## config.mk

```make
export PLATFORM = sky130hd
export DESIGN_NAME = accum_arbiter
export DESIGN_NICKNAME = d
export VERILOG_FILES = /design/src/rtl/accum_pkg.sv /design/src/rtl/rr_arb2.sv /design/src/rtl/accum_arbiter.sv
export SDC_FILE = /design/constraint.sdc
export NUM_CORES = 1
export LEC_CHECK = 0
export CORE_ASPECT_RATIO = 0.7
export CORE_UTILIZATION = 48
export CTS_BUF_LIST = sky130_fd_sc_hd__clkbuf_2 sky130_fd_sc_hd__clkbuf_4 sky130_fd_sc_hd__clkbuf_8
export DETAILED_ROUTE_END_ITERATION = 8
export GPL_ROUTABILITY_DRIVEN = 0
export PLACE_DENSITY = 0.81
export SYNTH_ARGS = -nofsm -noshare
export SYNTH_HDL_FRONTEND = slang
export SYNTH_SLANG_ARGS = --single-unit
```

## constraint.sdc

```tcl
create_clock -name clk -period 3.1 [get_ports clk]
set_input_delay 0.62 -clock clk [delete_from_list [all_inputs] [get_ports clk]]
set_output_delay 0.62 -clock clk [all_outputs]
set_load 0.02 [all_outputs]
```

## src/rtl/accum_pkg.sv

```systemverilog
// accum_pkg: shared types and defaults for the accum_arbiter burst controller.
//   state_t       FSM encoding (IDLE / ACCUM / DONE)
//   *_W_DEF       default widths for sample, accumulator and burst length
//   LAST_RST      reset value of the round-robin pointer, so that requester 0
//                 wins the first contested arbitration
package accum_pkg;

  localparam int DATA_W_DEF = 8;
  localparam int ACC_W_DEF  = 16;
  localparam int LEN_W_DEF  = 10;

  localparam logic LAST_RST = 1'b1;

  typedef enum logic [1:0] {
    IDLE  = 2'd0,
    ACCUM = 2'd1,
    DONE  = 2'd2
  } state_t;

endpackage

```

## src/rtl/rr_arb2.sv

```systemverilog
// rr_arb2: combinational two-way round-robin pick.
//   i_req   [1:0]  request vector
//   i_last         index of the most recently served requester
//   o_win   [1:0]  one-hot winner (0 when nothing is requested)
//   o_any          at least one request is present
// The pointer itself is owned by the caller.
module rr_arb2 (
  input  logic [1:0] i_req,
  input  logic       i_last,
  output logic [1:0] o_win,
  output logic       o_any
);

  assign o_any = |i_req;

  // NOTE: every output of a combinational block gets a default first, so no
  // path through the block can leave it unassigned and infer a latch.
  always_comb begin
    o_win = i_req;
    // On a contest the requester not served last time wins.
    if (&i_req) begin
      o_win = i_last ? 2'b01 : 2'b10;
    end
  end

endmodule

```

## src/rtl/accum_arbiter.sv

```systemverilog
// accum_arbiter: two-requester burst controller for the sample accumulator.
// Grants the accumulator to one requester at a time (round-robin), clears it,
// sums len[owner] handshaken samples and publishes the total on result with a
// one-cycle done pulse for the served requester.
//   clk, rst_n        clock, asynchronous active-low reset
//   req   [1:0]       burst request levels, sampled only in IDLE
//   len0/len1         burst length per requester, captured on the grant edge
//   data0/data1       samples, zero-extended before adding
//   valid [1:0]       sample valid per requester
//   ready [1:0]       accumulator accepting from that requester
//   gnt   [1:0]       one-hot grant, 0 when idle
//   busy              burst in progress (ACCUM or DONE)
//   done  [1:0]       completion pulse for the served requester
//   result            total of the last completed burst
// Build option: define ACCUM_SAT_EN to clamp the sum at all-ones instead of
// wrapping modulo 2^ACC_W.
module accum_arbiter
  import accum_pkg::*;
#(
  parameter int DATA_W = DATA_W_DEF,
  parameter int ACC_W  = ACC_W_DEF,
  parameter int LEN_W  = LEN_W_DEF
) (
  input  logic              clk,
  input  logic              rst_n,
  input  logic [1:0]        req,
  input  logic [LEN_W-1:0]  len0,
  input  logic [LEN_W-1:0]  len1,
  input  logic [DATA_W-1:0] data0,
  input  logic [DATA_W-1:0] data1,
  input  logic [1:0]        valid,
  output logic [1:0]        ready,
  output logic [1:0]        gnt,
  output logic              busy,
  output logic [1:0]        done,
  output logic [ACC_W-1:0]  result
);

  state_t             r_state;
  state_t             w_next;
  logic               r_last;     // owner of the current or most recent burst
  logic [ACC_W-1:0]   r_acc;
  logic [LEN_W-1:0]   r_count;    // samples still to accept
  logic [ACC_W-1:0]   r_result;

  logic [1:0]         w_win;
  logic               w_any;
  logic [LEN_W-1:0]   w_len;
  logic [DATA_W-1:0]  w_data;
  logic               w_fire;
  logic               w_last_sample;
  logic [ACC_W-1:0]   w_acc_next;

  rr_arb2 u_arb (
    .i_req  (req),
    .i_last (r_last),
    .o_win  (w_win),
    .o_any  (w_any)
  );

  assign w_len  = w_win[1] ? len1 : len0;
  assign w_data = r_last ? data1 : data0;

  // ready[owner] is high for exactly the ACCUM state, so the handshake only
  // needs the owner's valid.
  assign w_fire        = (r_state == ACCUM) && valid[r_last];
  assign w_last_sample = w_fire && (r_count == LEN_W'(1));

`ifdef ACCUM_SAT_EN
  logic [ACC_W:0] w_sum;
  assign w_sum      = {1'b0, r_acc} + (ACC_W + 1)'(w_data);
  assign w_acc_next = w_sum[ACC_W] ? '1 : w_sum[ACC_W-1:0];
`else
  assign w_acc_next = r_acc + ACC_W'(w_data);
`endif

  // NOTE: sequential state uses non-blocking assignments so every register
  // samples pre-edge values regardless of statement order.
  always_ff @(posedge clk or negedge rst_n) begin
    if (!rst_n) r_state <= IDLE;
    else        r_state <= w_next;
  end

  always_comb begin
    w_next = r_state;
    ready  = 2'b00;
    gnt    = 2'b00;
    done   = 2'b00;
    busy   = 1'b0;
    case (r_state)
      IDLE: begin
        if (w_any) w_next = (w_len == '0) ? DONE : ACCUM;
      end
      ACCUM: begin
        ready[r_last] = 1'b1;
        gnt[r_last]   = 1'b1;
        busy          = 1'b1;
        if (w_last_sample) w_next = DONE;
      end
      DONE: begin
        gnt[r_last]  = 1'b1;
        done[r_last] = 1'b1;
        busy         = 1'b1;
        w_next       = IDLE;
      end
      default: w_next = IDLE;
    endcase
  end

  always_ff @(posedge clk or negedge rst_n) begin
    if (!rst_n) begin
      r_last   <= LAST_RST;
      r_acc    <= '0;
      r_count  <= '0;
      r_result <= '0;
    end else begin
      case (r_state)
        IDLE: begin
          if (w_any) begin
            r_last  <= w_win[1];
            r_acc   <= '0;
            r_count <= w_len;
            // A zero-length burst enters DONE directly with an empty sum.
            if (w_len == '0) r_result <= '0;
          end
        end
        ACCUM: begin
          if (w_fire) begin
            r_acc   <= w_acc_next;
            r_count <= r_count - LEN_W'(1);
            if (w_last_sample) r_result <= w_acc_next;
          end
        end
        default: ;
      endcase
    end
  end

  assign result = r_result;

endmodule
```

==> out/qor.yml <==
floorplan:
  num_io_pins: 65
  start_util_pct: 51.6
  die_y_um: 68.8
  core_area_um2: 5930
  die_x_um: 97.5
  dieArea_um2: 6710
  rows: 23
cts:
  postCtsHoldBufs: 0
  htreeDepth: 2
  cts.sinks: 45
  insertion_delay_ns: 0.31
  cts_setup_buffers: 0
  root_buffer: "clkbuf_8"
  cts_made_buffers: 5
  cts_tree: "yes"
  path_clk_slew_ns: 0.09
  ctsResizeCount: 0
  clock_path_buffers: 2
power:
  seqPwrFrac_pct: 26.8
  clock_power_share_pct: 11.0
  p_int_mw: 1.98
  p_comb_share_pct: 62.2
  p_leak_nw: 1.62
  ir_drop_mv: 0.474
  p_per_area_nw_per_um2: 963
  p_sw_share_pct: 47.5
  finalPower_mw: 3.77
  p_sw_mw: 1.79
synthesis:
  syn_nets: 398
  syn-instance-count: 342
  synth_edf_count: 0
  synth_seq_cells: 45
  ys_seq_area_share_pct: 36.8
  ys_async_sr_fraction_pct: 100
  ys_types: 59
  synth_top_flop_cell: "dfrtp_1"
  synth_warnings: 0
  syn-cell-area_um2: 3060
  syn-mean-instance-area_um2: 8.95
timing:
  setup_viol: 0
  fmax_mhz: 344
  worst_slack_ns: 0.196
  skew_ns: 0.0132
  rsz0062_at_grt: "false"
  fin_crit_sh_pct: 93.7
  period_needed_ns: 2.90
  slew-limit-headroom_pct: 31.3
  drv_slew: 0
  worstMarginPinSlew_ns: 1.03
  finalHoldViolCount: 0
finish:
  drive_above_1_share_pct: 12.0
  areaGrowthSynthToFinish_pct: 27.8
  antenna_cells: 0
  finalNetCount: 462
global_route:
  grt_pass1_wl_mm: 13.8
  grt_pass1_vias: 2800
  grtUsageTotal_pct: 26.3
  grt_max_degree: 46
  overflow: 0
  antenna_found_initial: 0
place:
  dp_slack_ns: -0.0628
  io_buffers: 64
  detailed_place_hpwl_mm: 6.26
worst_setup_path:
  critPathKind: "reg -> reg"
  cp-end-kind: "register"
  setup.worst_path.start_class: "register"
  cp_max_fo: 12
  cp.arrival_ns: 3.13
  reg2reg_slack_ns: 0.20
  r2r_cells: 8
  timing.rr.start: "r_last$_DFFE_PN1P_"
  cp_data_required_time_ns: 3.33
  r2r_end: "r_acc[15]$_DFFE_PN0P_"
routing:
  vias: 3011
  drt_wl_total_mm: 8.55
  drt_iter0_markers: 248
  drtPass1Iterations: 6
  avgViaCountPerCell: 6.25
  drc: 0
  ant_nets: 0
  wire_per_inst_um: 17.7
job:
  maxCapViolations: 0
status:
  status: "complete, no violations"
worst_hold_path:
  holdCritPathClass: "in -> async"
==> cells in the mapped netlist (3+ instances only) <==
master     count  area (um^2)
nor2b_1        3         18.8
nor2_1        17         63.8
a32oi_1        4         35.0
clkbuf_1      17         63.8
inv_1          9         33.8
nand3_1       11         55.1
a22oi_1        3         22.5
xnor2_1        3         26.3
o21ai_0       33          165
mux2i_1        5         50.1
and3_1         4         25.0
a21oi_1       17         85.1
ha_1          13          163
dfrtp_1       44         1100
nand4_1        3         18.8
a21o_1         6         45.0
o211ai_1      11         82.6
or3_1          4         25.0
or4_1          3         22.5
nor4_1         8         50.1
mux2_2        17          191
o2bb2ai_1      7         61.3
o22ai_1        6         37.5
and2_1         6         37.5
o21ai_1        3         15.0
nor3_1         8         40.0
nand2_1       35          131
==> power groups by stage <==
| stage | logic, mW | clock network [mW] | registers, mW |
|---|---|---|---|
| 6_report | 2.34 | 0.413 | 1.01 |
| 5_1_grt | 2.54 | 0.433 | 1.03 |
| 4_1_cts | 2.31 | 0.417 | 1.00 |
| 3_5_place_dp | 2.29 | 0 | 1.01 |
| 3_3_place_gp | 2.22 | 0 | 1.00 |
| 2_1_floorplan | 1.51 | 0 | 1.00 |
==> cells by family (layout without fill, tap and decap cells) <==
kind of cell	after synthesis	in the layout	synth area share [%]
simple gates	109	109	17.8
mux	24	24	8.87
xor+xnor	4	4	1.14
fa+ha+maj	14	14	5.97
flops	45	45	36.8
compound gates	114	114	24.8
buf+inv	32	97	4.54
==> worst max path at each step <==
stage / end / startpoint / slack, ns
global placement: r_acc[10]$_DFFE_PN0P_ / data1[0] / 0.008
finish: r_acc[15]$_DFFE_PN0P_ / r_last$_DFFE_PN1P_ / 0.20
detailed placement: r_acc[10]$_DFFE_PN0P_ / data0[0] / -0.06
global route: r_acc[15]$_DFFE_PN0P_ / r_last$_DFFE_PN1P_ / 0.02
floorplan: r_acc[10]$_DFFE_PN0P_ / r_last$_DFFE_PN1P_ / 0.20
CTS: r_acc[10]$_DFFE_PN0P_ / r_last$_DFFE_PN1P_ / 0.24
==> layout make-up <==
type / instances / area, um^2
Clock inverter: 1 / 5.00
Tap cell: 75 / 93.8
Inverter: 9 / 33.8
Timing Repair Buffer: 80 / 756
Multi-Input combinational cell: 265 / 1800
Sequential cell: 45 / 1130
Fill cell: 514 / 2020
Clock buffer: 7 / 96.3
==> routing by layer <==
| layer | vias up | GRT usage [%] | part of all wire [%] |
|---|---|---|---|
| li1 | 1417 | - | - |
| met1 | 1471 | 35.8 | 47 |
| met2 | 108 | 43.6 | 46 |
| met5 | - | 0 | 0 |
| met3 | 15 | 4.03 | 4.8 |
| met4 | 0 | 9.38 | 1.9 |
==> through the flow <==
| step | TNS [ns] | hold slack (ns) | instances | util (%) | area, um^2 |
|---|---|---|---|---|---|
| CTS | 0 | 0.501 | 482 | 66.0 | 3910 |
| floorplan | 0 | 0.324 | 342 | - | 3060 |
| finish | 0 | 0.492 | 482 | 66.0 | 3910 |
| global route | 0 | 0.513 | 482 | 66.0 | 3910 |
| global placement | 0 | 0.471 | 474 | 64.3 | 3810 |
| detailed placement | -0.0991 | 0.475 | 474 | 64.3 | 3810 |
==> worst max-delay path, cell delays in order, from the launching register on <==
cell and delay (ns):
dfstp_2 0.64, buf_4 0.24, mux2_2 0.36, ha_1 0.37, a21oi_1 0.13, a21oi_1 0.35
o21a_1 0.41, a32oi_1 0.17, o21ai_0 0.16
==> cells in the final DEF, fill, tap and decap left out, types with 3 or more instances in the layout <==
cell,synthesis,routed
a21o_1,6,6
a21oi_1,17,17
a22oi_1,3,3
a32oi_1,4,4
and2_1,6,6
and3_1,4,4
buf_4,0,16
clkbuf_8,0,7
clkdlybuf4s50_1,0,63
dfrtp_1,44,44
ha_1,13,13
inv_1,9,9
mux2_2,17,17
mux2i_1,5,5
nand2_1,35,35
nand3_1,11,11
nand4_1,3,3
nor2_1,17,17
nor2b_1,3,3
nor3_1,8,8
nor4_1,8,8
o211ai_1,11,11
o21ai_0,33,33
o21ai_1,3,3
o22ai_1,6,6
o2bb2ai_1,7,7
or3_1,4,4
or4_1,3,3
xnor2_1,3,3
==> flip-flops by register name, summed over array words and instances, names as in the netlist <==
| name | flops |
|---|---|
| r_last | 1 |
| result | 16 |
| r_acc | 16 |
| r_count | 10 |
| r_state | 2 |
Note: power is estimated with default switching activity, not from simulation.
